<file path="src/rtl/dispatch_pkg.sv">
// Shared definitions for the pixel dispatch scheduler: FSM state encoding,
// default geometry/worker constants and a one-hot decode helper.
package dispatch_pkg;

    localparam int DEF_NUM_X_BITS  = 10;
    localparam int DEF_NUM_Y_BITS  = 10;
    localparam int DEF_NUM_WORKERS = 4;
    localparam int MAX_WORKERS     = 16;

    typedef enum logic [1:0] {
        ST_IDLE  = 2'd0,
        ST_ISSUE = 2'd1,
        ST_DONE  = 2'd2
    } state_e;

    // Decode a worker index into a one-hot vector sized for the largest array.
    function automatic logic [MAX_WORKERS-1:0] onehot(input logic [3:0] idx);
        onehot      = '0;
        onehot[idx] = 1'b1;
    endfunction

endpackage

</file>
<file path="src/rtl/rr_arbiter.sv">
// Combinational round-robin arbiter: grants the first requester found at or
// after ptr+1 (mod NUM_WORKERS). Pointer and masking state live in the caller.
module rr_arbiter
    import dispatch_pkg::*;
#(
    parameter int NUM_WORKERS = DEF_NUM_WORKERS,
    localparam int PTR_W      = $clog2(NUM_WORKERS)
) (
    input  logic [NUM_WORKERS-1:0] req,
    input  logic [PTR_W-1:0]       ptr,
    output logic [NUM_WORKERS-1:0] grant,
    output logic [PTR_W-1:0]       grant_idx
);

    logic found;
    int   sum;

    // Scan candidates starting just past the pointer, wrapping at NUM_WORKERS.
    always_comb begin
        // NOTE: every variable gets a default before any conditional write, so no latch is inferred.
        found     = 1'b0;
        grant_idx = '0;
        sum       = 0;
        for (int k = 1; k <= NUM_WORKERS; k++) begin
            sum = int'(ptr) + k;
            if (sum >= NUM_WORKERS) begin
                sum = sum - NUM_WORKERS;
            end
            if (!found && req[PTR_W'(sum)]) begin
                found     = 1'b1;
                grant_idx = PTR_W'(sum);
            end
        end
        grant = found ? NUM_WORKERS'(onehot(4'(grant_idx))) : '0;
    end

endmodule

</file>
<file path="src/rtl/pixel_dispatch_sched.sv">
// Frame-scan scheduler: walks a frame in raster order (x fastest) and hands
// each coordinate to a ready worker chosen round-robin.
// Optional feature: define DISPATCH_ABORT_EN to add the `abort` input, which
// abandons a running frame (ISSUE or DONE) without a frame_done pulse.
module pixel_dispatch_sched
    import dispatch_pkg::*;
#(
    parameter int NUM_X_BITS  = DEF_NUM_X_BITS,
    parameter int NUM_Y_BITS  = DEF_NUM_Y_BITS,
    parameter int NUM_WORKERS = DEF_NUM_WORKERS
) (
    input  logic                   clk,
    input  logic                   rst,
    input  logic                   start,
`ifdef DISPATCH_ABORT_EN
    input  logic                   abort,
`endif
    input  logic [NUM_X_BITS-1:0]  frame_width,
    input  logic [NUM_Y_BITS-1:0]  frame_height,
    input  logic [NUM_WORKERS-1:0] worker_ready,
    output logic [NUM_WORKERS-1:0] dispatch_valid,
    output logic [NUM_X_BITS-1:0]  pixel_x,
    output logic [NUM_Y_BITS-1:0]  pixel_y,
    output logic                   busy,
    output logic                   frame_done
);

    localparam int               PTR_W   = $clog2(NUM_WORKERS);
    // Pointer parks on the last worker so worker 0 wins the first grant.
    localparam logic [PTR_W-1:0] PTR_RST = PTR_W'(NUM_WORKERS - 1);

    state_e                 state_q;
    logic [NUM_X_BITS-1:0]  width_q;
    logic [NUM_Y_BITS-1:0]  height_q;
    logic [NUM_X_BITS-1:0]  x_q;
    logic [NUM_Y_BITS-1:0]  y_q;
    logic [NUM_X_BITS-1:0]  x_d;
    logic [NUM_Y_BITS-1:0]  y_d;
    logic [PTR_W-1:0]       ptr_q;
    logic [NUM_WORKERS-1:0] dispatch_valid_q;
    logic [NUM_X_BITS-1:0]  pixel_x_q;
    logic [NUM_Y_BITS-1:0]  pixel_y_q;
    logic                   frame_done_q;

    logic [NUM_WORKERS-1:0] eligible;
    logic [NUM_WORKERS-1:0] grant;
    logic [PTR_W-1:0]       grant_idx;
    logic                   any_grant;
    logic                   last_x;
    logic                   last_y;
    logic                   abort_req;

`ifdef DISPATCH_ABORT_EN
    assign abort_req = abort;
`else
    assign abort_req = 1'b0;
`endif

    // The worker granted last cycle is exactly the one whose valid is high now;
    // it cannot have dropped ready in time, so it is excluded this cycle.
    assign eligible  = worker_ready & ~dispatch_valid_q;
    assign any_grant = |grant;

    rr_arbiter #(
        .NUM_WORKERS (NUM_WORKERS)
    ) u_arb (
        .req       (eligible),
        .ptr       (ptr_q),
        .grant     (grant),
        .grant_idx (grant_idx)
    );

    // Raster advance: x fastest, carry into y at the end of a row.
    always_comb begin
        last_x = (x_q == width_q - 1'b1);
        last_y = (y_q == height_q - 1'b1);
        x_d    = last_x ? '0 : x_q + 1'b1;
        y_d    = last_x ? y_q + 1'b1 : y_q;
    end

    // Scheduler FSM with registered dispatch, coordinate and done outputs.
    always_ff @(posedge clk) begin
        if (rst) begin
            state_q          <= ST_IDLE;
            width_q          <= '0;
            height_q         <= '0;
            x_q              <= '0;
            y_q              <= '0;
            ptr_q            <= PTR_RST;
            dispatch_valid_q <= '0;
            pixel_x_q        <= '0;
            pixel_y_q        <= '0;
            frame_done_q     <= 1'b0;
        end else begin
            // NOTE: non-blocking assignments throughout, so every branch sees the pre-edge state.
            dispatch_valid_q <= '0;
            frame_done_q     <= 1'b0;
            case (state_q)
                ST_IDLE: begin
                    // frame_done_q high means the previous frame is still reporting busy.
                    if (start && !frame_done_q && !abort_req) begin
                        width_q  <= frame_width;
                        height_q <= frame_height;
                        x_q      <= '0;
                        y_q      <= '0;
                        ptr_q    <= PTR_RST;
                        state_q  <= (frame_width == '0 || frame_height == '0) ? ST_DONE : ST_ISSUE;
                    end
                end
                ST_ISSUE: begin
                    if (abort_req) begin
                        state_q <= ST_IDLE;
                    end else if (any_grant) begin
                        dispatch_valid_q <= grant;
                        pixel_x_q        <= x_q;
                        pixel_y_q        <= y_q;
                        ptr_q            <= grant_idx;
                        x_q              <= x_d;
                        y_q              <= y_d;
                        if (last_x && last_y) begin
                            state_q <= ST_DONE;
                        end
                    end
                end
                ST_DONE: begin
                    frame_done_q <= !abort_req;
                    state_q      <= ST_IDLE;
                end
                default: state_q <= ST_IDLE;
            endcase
        end
    end

    assign dispatch_valid = dispatch_valid_q;
    assign pixel_x        = pixel_x_q;
    assign pixel_y        = pixel_y_q;
    assign frame_done     = frame_done_q;
    // Busy covers the frame_done cycle, when the FSM has already returned to IDLE.
    assign busy           = (state_q != ST_IDLE) || frame_done_q;

endmodule

</file>
<file path="config.mk">
export PLATFORM = sky130hd
export DESIGN_NAME = pixel_dispatch_sched
export DESIGN_NICKNAME = d
export VERILOG_FILES = /design/src/rtl/dispatch_pkg.sv /design/src/rtl/rr_arbiter.sv /design/src/rtl/pixel_dispatch_sched.sv
export SDC_FILE = /design/constraint.sdc
export NUM_CORES = 1
export LEC_CHECK = 0
export BUFFER_PORTS_ARGS = -buffer_cell sky130_fd_sc_hd__buf_2
export CAP_MARGIN = 5
export CORE_UTILIZATION = 54
export CTS_CLUSTER_SIZE = 8
export DETAILED_ROUTE_END_ITERATION = 7
export MAX_ROUTING_LAYER = met4
export PLACE_DENSITY = 0.76
export SETUP_SLACK_MARGIN = 0.02
export SKIP_CTS_REPAIR_TIMING = 1
export SLEW_MARGIN = 15
export SYNTH_ARGS = -nofsm -noshare
export SYNTH_HDL_FRONTEND = slang
export SYNTH_SLANG_ARGS = --single-unit
</file>
<file path="constraint.sdc">
create_clock -name clk -period 2.78 [get_ports clk]
set_input_delay 0.556 -clock clk [delete_from_list [all_inputs] [get_ports clk]]
set_output_delay 0.556 -clock clk [all_outputs]
set_load 0.005 [all_outputs]
</file>
==> impl_metrics.json, run 1 <==
{
  "coreArea_sq_um": 6460,
  "drive_above_1_share_pct": 20.7,
  "port_buffers": 52,
  "critPathBufInv": 2,
  "num_io_pins": 53,
  "ys_ff_latch": 69,
  "setup_viol": 0,
  "worst_slew_pin_slew_ns": 0.807,
  "comb_power_share_pct": 24.3,
  "fin_setup_tns_ns": 0,
  "rr_worst_depth": 9,
  "r2r_setup_slack_ns": 0.27,
  "path_depth": 9,
  "required_ns": 3.06,
  "grt_pass1_wl_mm": 14.8,
  "rows": 29,
  "nFillCells": 588,
  "grt_pass1_vias": 3174,
  "hold_start": "frame_height[3]",
  "seq_area_sq_um": 1380,
  "synthTopCellsByCount": "nand2_1, dfxtp_1, a21oi_1, nor2_1, clkbuf_1",
  "pwr-share-clk_pct": 34.0,
  "ant_nets": 0,
  "max_stage_delay_ns": 0.40,
  "grt.busiest_layer": "met2",
  "status": "complete, but fails checks",
  "grt.met3_usage_pct": 5.80,
  "ys_seq_area_share_pct": 37.8,
  "synth_ff_type": "dfxtp_1",
  "path_class": "flop to flop",
  "fmax_ghz": 0.398,
  "p_leak_nw": 1.64,
  "placed_area_sq_um": 3980,
  "cts-root-buf": "clkbuf_8",
  "path_delay_family": "compound AO/OA/AOI/OAI gates",
  "cts_buffer_depth": 2,
  "end_kind": "flop",
  "switchingPower_uw": 866,
  "whs_ns": 0.447,
  "cp_slowest_cell": "dfxtp_1",
  "multi_input_area_sq_um": 2140,
  "cp_cell_sequence": "inv_1 > ha_1 > nor2b_1 > o31a_1 > a221oi_2 > o2111ai_4 > a21oi_2 > buf_4 > mux2i_1",
  "synth_most_common_cell": "nand2_1",
  "yosysWarnings": 0,
  "drt-total-wl_mm": 8.50,
  "min_to": "height_q[3]$_SDFFE_PP0P_",
  "vias": 3291,
  "finalMaxSlewViolations": 0,
  "routabilityCongestion": 0.877,
  "area_growth_pct": 15.2,
  "synth_area_sq_um": 3660,
  "netlist_instances": 453,
  "p_per_area_nw_per_um2": 636,
  "h-tree-depth": 3,
  "grt_max_degree": 45,
  "cts.sinks": 69,
  "grt.total_usage_pct": 26.8,
  "ys_types": 59,
  "wire_per_inst_um": 14.5,
  "synth-edff-count": 0,
  "slew-limit-headroom_pct": 46.2,
  "drc": 6,
  "critPathMaxFanout": 11,
  "swShare_pct": 32.4,
  "die_x_um": 84.3,
  "min_period_ns": 2.51,
  "synth_area_leaders": "dfxtp_1, nand2_1, a21oi_1, xnor2_1, mux2i_1",
  "critPathLaunch": "width_q[0]$_SDFFE_PP0P_",
  "reg2reg_from": "width_q[0]$_SDFFE_PP0P_",
  "rsz0062_at_grt": "false",
  "hold_depth": 3,
  "cts_buffers": 9,
  "synthArstFlopShare_pct": 0,
  "grt_overflow": 0,
  "clk-insertion-delay-late_ns": 0.35,
  "design_area_sq_um": 4210,
  "num-nets-final": 534,
  "dr.first_iter.drc_count": 204,
  "netlist.area_leader.share_pct": 37.8,
  "cts_tree": "yes",
  "dp_hpwl_mm": 6.21,
  "clk_pin_slew_worst_paths_ns": 0.08,
  "yosysTopAreaCell": "dfxtp_1",
  "first_pass_iters": 8,
  "grt_util_met1_pct": 34.0,
  "syn-num-nets": 484,
  "timing.final.crit_share_pct": 90.3,
  "min_path_type": "input port to flop",
  "setup.worst_path.start_class": "flop",
  "p_seq_share_pct": 41.7,
  "cap_violations": 0,
  "fp.dieArea_sq_um": 7110,
  "die_y_um": 84.3,
  "cp.arrival_ns": 2.80,
  "use_met2_pct": 42.1,
  "p_int_mw": 1.81,
  "hold_violations": 0,
  "violations": "design-rule violations",
  "antenna_found_initial": 0,
  "reg2reg_to": "y_q[1]$_SDFFE_PP0P_",
  "vdd_drop_max_mv": 0.274,
  "finalClockSkew_ns": 0.00532,
  "start_util_pct": 56.6,
  "avgSynthCellArea_sq_um": 8.07,
  "via_per_inst": 5.63,
  "antenna_cells": 0
}
==> area by class of cell <==
class / count / share of cell area, %
Multi-Input combinational cell: 352 / 50.8
Timing Repair Buffer: 63 / 8.14
Clock buffer: 9 / 2.94
Inverter: 8 / 0.713
Clock inverter: 7 / 2.35
Tap cell: 77 / 2.29
Sequential cell: 69 / 32.8
==> through the flow <==
step	setup WS, ns	power, mW	utilization (%)	std cells
final	0.268	2.68	65.2	585
after global routing	0.0728	2.82	65.2	585
after CTS	0.240	2.69	65.1	585
after detailed placement	0.244	1.78	61.7	569
after global placement	0.342	1.76	61.7	569
after floorplan	0.553	1.60	-	453
==> routing by layer <==
metal | wire, um | part of all wire, %
met1 | 4190 | 49
met2 | 3800 | 45
met3 | 354 | 4.2
met4 | 157 | 1.8
met5 | 0 | 0
==> power by group through the flow <==
stage / Clock [mW] / Combinational, mW / Sequential [mW]
after detailed placement: 0 / 0.645 / 1.14
after global routing: 0.961 / 0.730 / 1.13
final: 0.910 / 0.650 / 1.12
after global placement: 0 / 0.628 / 1.13
after floorplan: 0 / 0.487 / 1.11
after CTS: 0.925 / 0.648 / 1.12
==> layout by cell type (no fill, tap or decap), types with 2 or more instances in the layout <==
cell type and count:
inv_1 8, or3_1 10, nor4_1 8, and3_1 3, dfxtp_1 69, buf_2 52, or4_1 2, xor2_1 10
nor3_1 8, nor2b_1 9, nor3_2 10, o21a_1 2, nor2_1 23, buf_4 11, clkinv_4 2, bufinv_16 2
nand3_1 7, nand2_1 109, nand4b_1 2, o311ai_0 3, nand3b_1 2, and2_1 4, a21oi_1 50, a211oi_1 3
xnor2_1 18, and3b_1 2, nand2b_1 3, ha_1 4, nor4bb_1 2, nor3b_1 2, o211ai_1 2, o221ai_1 2
clkbuf_8 9, o22ai_1 4, o21ai_0 2, nand4_1 8, mux2i_1 11, o2111ai_1 3
==> cell families (layout without fill, tap and decap cells) <==
| family | Yosys count | after routing | share of synthesized area (%) |
|---|---|---|---|
| AND/OR/NAND/NOR | 223 | 223 | 30.9 |
| AO/OA/AOI/OAI | 86 | 86 | 16.0 |
| flip-flops | 69 | 69 | 37.8 |
| buffers and inverters | 32 | 87 | 4.24 |
| XOR/XNOR | 28 | 28 | 6.71 |
| multiplexers | 11 | 11 | 3.01 |
| adder cells (fa/ha/maj) | 4 | 4 | 1.37 |
==> worst min-delay path, stage by stage <==
cell	delay, ns
buf_2	0.10
nand2_1	0.05
a21oi_1	0.05
==> worst max path at each step <==
stage                                          to  slack [ns]
after floorplan               x_q[2]$_SDFFE_PP0P_        0.55
after global placement        y_q[1]$_SDFFE_PP0P_        0.34
after detailed placement  state_q[0]$_SDFFE_PP0P_        0.24
after CTS                 state_q[0]$_SDFFE_PP0P_        0.24
after global routing          y_q[7]$_SDFFE_PP0P_        0.07
final                         y_q[1]$_SDFFE_PP0P_        0.27
==> state kept, by name, summed over array words and instances, names as in the netlist <==
signal and flops:
state_q 2, pixel_x 10, y_q 10, pixel_y 10, width_q 10, dispatch_valid 4
height_q 10, frame_done 1, ptr_q 2, x_q 10
(Power assumes the default switching activity.)
==> run 2: changes to the inputs <==
- SYNTH_HIERARCHICAL: not set -> 1
==> impl_metrics.json, run 2 <==
{
  "status": "complete, but fails checks",
  "violations": "design-rule violations",
  "hold_violations": 0,
  "grt_pass1_vias": 3336,
  "die_x_um": 84.4,
  "synth-edff-count": 0,
  "synth_area_sq_um": 3670,
  "drc": 6,
  "drt-total-wl_mm": 9.32,
  "grt.total_usage_pct": 27.3,
  "grt_util_met1_pct": 30.9,
  "start_util_pct": 56.8,
  "p_per_area_nw_per_um2": 619,
  "cap_violations": 0,
  "ys_types": 61,
  "max_stage_delay_ns": 0.47,
  "path_depth": 13,
  "netlist_instances": 479,
  "cts.sinks": 69,
  "synth_ff_type": "dfxtp_1",
  "critPathBufInv": 3,
  "yosysWarnings": 6,
  "vdd_drop_max_mv": 0.305,
  "antenna_cells": 0,
  "cts_buffer_depth": 2,
  "whs_ns": 0.452,
  "coreArea_sq_um": 6460,
  "path_class": "input port to flop",
  "yosysTopAreaCell": "dfxtp_1",
  "setup.worst_path.start_class": "input port",
  "h-tree-depth": 3,
  "slew-limit-headroom_pct": 59.2,
  "grt.met3_usage_pct": 5.01,
  "cts_buffers": 9,
  "grt_max_degree": 32,
  "fmax_ghz": 0.378,
  "timing.final.crit_share_pct": 95.0,
  "clk_pin_slew_worst_paths_ns": 0.07,
  "num_io_pins": 53,
  "area_growth_pct": 19.3,
  "path_delay_family": "simple AND/OR/NAND/NOR gates",
  "pre_cts_ws_ns": -0.362,
  "rows": 29,
  "grt.busiest_layer": "met2",
  "finalMaxSlewViolations": 0,
  "die_y_um": 84.4,
  "cp_slowest_cell": "or3b_2",
  "final_cell_mix": "nand2_1, dfxtp_1, buf_2",
  "syn-num-nets": 510,
  "avgSynthCellArea_sq_um": 7.66,
  "worst_slew_pin_slew_ns": 0.612,
  "critPathMaxFanout": 24,
  "final_common_cell": "nand2_1",
  "port_buffers": 52,
  "finalClockSkew_ns": 0.00696,
  "setup_viol": 0,
  "grt_pass1_wl_mm": 15.2,
  "netlist.area_leader.share_pct": 37.6,
  "rr_worst_depth": 7,
  "end_kind": "flop",
  "power.total_mw": 2.71,
  "num-nets-final": 567,
  "layoutNonFillerInstCount": 618,
  "cts_tree": "yes",
  "drive_above_1_share_pct": 22.0,
  "synthTopCellsByCount": "nand2_1, dfxtp_1, a21oi_1, clkbuf_1, nor2_1",
  "ys_ff_latch": 69,
  "post-route-util_pct": 67.8,
  "synth_most_common_cell": "nand2_1",
  "routabilityCongestion": 0.927,
  "via_per_inst": 5.92,
  "cp.arrival_ns": 2.93,
  "grt_overflow": 0,
  "clk-insertion-delay-late_ns": 0.35,
  "hold_depth": 2,
  "synthArstFlopShare_pct": 0,
  "wire_per_inst_um": 15.1,
  "p_leak_nw": 1.74,
  "ys_seq_area_share_pct": 37.6,
  "dr.first_iter.drc_count": 243,
  "antenna_found_initial": 0,
  "vias": 3661,
  "fin_ws_ns": 0.138,
  "first_pass_iters": 7,
  "ant_nets": 0,
  "cp_cell_sequence": "buf_2 > nor2b_1 > buf_4 > nor2_2 > a21oi_1 > o2bb2ai_1 > nor4_1 > or3b_2 > buf_4 > nand2_1 > nand4_1 > or4_1 > nand2_1",
  "cts-root-buf": "clkbuf_8",
  "min_period_ns": 2.64,
  "synth_area_leaders": "dfxtp_1, nand2_1, a21oi_1, xor2_1, xnor2_1",
  "fp.dieArea_sq_um": 7130,
  "place_inst": 598,
  "use_met2_pct": 48.7,
  "rsz0062_at_grt": "false",
  "required_ns": 3.07,
  "dp_hpwl_mm": 6.58,
  "min_path_type": "flop to flop"
}
-- run 2: layout make-up --
cell class                      instances  area (sq um)
Sequential cell                        69          1390
Tap cell                               77          96.3
Multi-Input combinational cell        368          2160
Clock inverter                          6           111
Fill cell                             556          2080
Clock buffer                           10           128
Timing Repair Buffer                   77           448
Inverter                               11          41.3
-- run 2: report_power, final --
| group | leakage, nW | switching (mW) | total [mW] | internal, mW |
|---|---|---|---|---|
| combinational | 1.06 | 0.360 | 0.620 | 0.260 |
| clock | 0.116 | 0.389 | 0.985 | 0.596 |
| sequential | 0.560 | 0.0716 | 1.11 | 1.03 |
-- run 2: worst paths after layout --
path                                                end  slack, ns                     from
worst max-delay path                y_q[2]$_SDFFE_PP0P_       0.14          worker_ready[3]
worst min-delay path            pixel_y[7]$_SDFFE_PP0P_       0.45  pixel_y[7]$_SDFFE_PP0P_
worst max register to register      y_q[0]$_SDFFE_PP0P_       0.16  width_q[0]$_SDFFE_PP0P_
worst min register to register  pixel_y[7]$_SDFFE_PP0P_       0.45  pixel_y[7]$_SDFFE_PP0P_
-- run 2: cell families after synthesis --
| group | count (synthesis) | share of synthesized area, % |
|---|---|---|
| AND/OR/NAND/NOR | 232 | 31.2 |
| AO/OA/AOI/OAI | 101 | 17.9 |
| flip-flops | 69 | 37.6 |
| buffers and inverters | 43 | 4.77 |
| XOR/XNOR | 29 | 6.92 |
| adder cells (fa/ha/maj) | 4 | 1.36 |
| multiplexers | 1 | 0.273 |
-- run 2: metal layers --
metal | vias to the layer above | share of wire (%)
li1 | 1798 | -
met3 | 14 | 3.8
met1 | 1745 | 43
met5 | - | 0
met2 | 104 | 52
met4 | 0 | 1.5
-- run 2: worst reg2reg max path, delay by kind of cell (launching register included) --
kind               cells  cell delay (ns)
AOI/OAI and AO/OA      2             0.60
DFF                    1             0.37
and+or+nand+nor        5             1.58
-- run 2: metrics by stage --
stage | area [sq um] | setup TNS (ns)
CTS | 4310 | -0.382
global route | 4380 | 0
floorplan | 3670 | 0
global placement | 4070 | -3.08
finish | 4380 | 0
detailed placement | 4070 | -4.99
==> run 3: changes to the inputs <==
- CTS_BUF_LIST: not set -> sky130_fd_sc_hd__clkbuf_4 sky130_fd_sc_hd__clkbuf_8
==> impl_metrics.json, run 3 (same netlist as run 2, synthesis figures left out) <==
{
  "cts.sinks": 69,
  "grt_pass1_wl_mm": 15.2,
  "cts_buffers": 9,
  "fmax_ghz": 0.382,
  "cp_slowest_cell": "or4_4",
  "min_period_ns": 2.62,
  "clk_pin_slew_worst_paths_ns": 0.08,
  "worst_slew_pin_slew_ns": 0.605,
  "grt_pass1_vias": 3334,
  "ant_nets": 0,
  "vdd_drop_max_mv": 0.305,
  "post-route-util_pct": 67.9,
  "grt.busiest_layer": "met2",
  "fin_ws_ns": 0.164,
  "status": "complete, but fails checks",
  "num-nets-final": 567,
  "p_per_area_nw_per_um2": 622,
  "path_class": "flop to flop",
  "via_per_inst": 5.93,
  "end_kind": "flop",
  "port_buffers": 52,
  "grt.total_usage_pct": 27.2,
  "grt.met3_usage_pct": 5.01,
  "antenna_cells": 0,
  "max_stage_delay_ns": 0.54,
  "dp_hpwl_mm": 6.58,
  "vias": 3662,
  "area_growth_pct": 19.5,
  "hold_violations": 0,
  "finalMaxSlewViolations": 0,
  "fp.dieArea_sq_um": 7130,
  "wire_per_inst_um": 15.0,
  "timing.final.crit_share_pct": 94.1,
  "violations": "design-rule violations",
  "required_ns": 3.06,
  "cp.arrival_ns": 2.90,
  "cap_violations": 0,
  "rows": 29,
  "dr.first_iter.drc_count": 248,
  "drt-total-wl_mm": 9.25,
  "h-tree-depth": 3,
  "die_x_um": 84.4,
  "antenna_found_initial": 0,
  "nFillCells": 552,
  "critPathMaxFanout": 7,
  "setup.worst_path.start_class": "flop",
  "drc": 6,
  "drive_above_1_share_pct": 22.2,
  "start_util_pct": 56.8,
  "cts_buffer_depth": 2,
  "final_common_cell": "nand2_1",
  "grt_max_degree": 32,
  "routabilityCongestion": 0.927,
  "coreArea_sq_um": 6460,
  "slew-limit-headroom_pct": 59.6,
  "clk-insertion-delay-late_ns": 0.36,
  "r2r_setup_slack_ns": 0.16,
  "setup_viol": 0,
  "min_path_type": "input port to flop",
  "final_cell_mix": "nand2_1, dfxtp_1, buf_2",
  "rsz0062_at_grt": "false",
  "num_io_pins": 53,
  "use_met2_pct": 48.4,
  "cp_cell_sequence": "or4_4 > nor4_1 > nor3_1 > a2111oi_4 > nand2_2 > or4b_1 > a31oi_1",
  "grt_overflow": 0,
  "finalClockSkew_ns": 0.00781,
  "cts-root-buf": "clkbuf_8",
  "cts_tree": "yes",
  "pre_cts_ws_ns": -0.362,
  "first_pass_iters": 8,
  "die_y_um": 84.4,
  "p_leak_nw": 1.74,
  "grt_util_met1_pct": 30.9
}
==> run 3: cell counts in the layout (fill, tap and decap cells not counted) <==
No cell type changed its count.
==> run 3: metal layers <==
| layer | share of wire (%) | vias to the layer above |
|---|---|---|
| li1 | - | 1799 |
| met1 | 43 | 1756 |
| met2 | 51 | 88 |
| met3 | 3.6 | 19 |
| met4 | 2.0 | 0 |
| met5 | 0 | - |
==> run 3: through the flow <==
step	hold slack (ns)	power, mW	instances	TNS (ns)	area, sq um
after floorplan	0.435	1.54	479	0	3670
after global placement	0.442	1.70	598	-3.08	4070
after detailed placement	0.447	1.72	598	-4.99	4070
after CTS	0.445	2.71	614	-0.382	4310
after global routing	0.451	2.86	618	0	4380
final	0.445	2.73	618	0	4380
==> run 3: worst paths after layout <==
path                            from                       end  cells after the start
max          width_q[0]$_SDFFE_PP0P_       y_q[0]$_SDFFE_PP0P_                      7
min                  frame_height[4]  height_q[4]$_SDFFE_PP0P_                      3
max reg2reg  width_q[0]$_SDFFE_PP0P_       y_q[0]$_SDFFE_PP0P_                      7
min reg2reg  pixel_y[7]$_SDFFE_PP0P_   pixel_y[7]$_SDFFE_PP0P_                      2
==> run 3: final cells by class <==
type	instances	area, sq um	share of cell area (%)
clock buffer	10	131	3.00
clock inverter	6	111	2.54
inverter	11	41.3	0.942
multi-input combinational	368	2160	49.3
sequential	69	1390	31.7
tap	77	96.3	2.20
timing repair buffer	77	452	10.3
==> run 3: critical path, delay by kind of cell (launching register included) <==
family	cells	cell delay, ns
simple gates	5	1.56
compound gates	2	0.60
flops	1	0.37
==> run 3: power by group <==
| part | internal (mW) | leakage (nW) | switching (mW) |
|---|---|---|---|
| Sequential | 1.03 | 0.560 | 0.0710 |
| Clock | 0.606 | 0.120 | 0.398 |
| Combinational | 0.262 | 1.06 | 0.358 |
| Total | 1.90 | 1.74 | 0.827 |
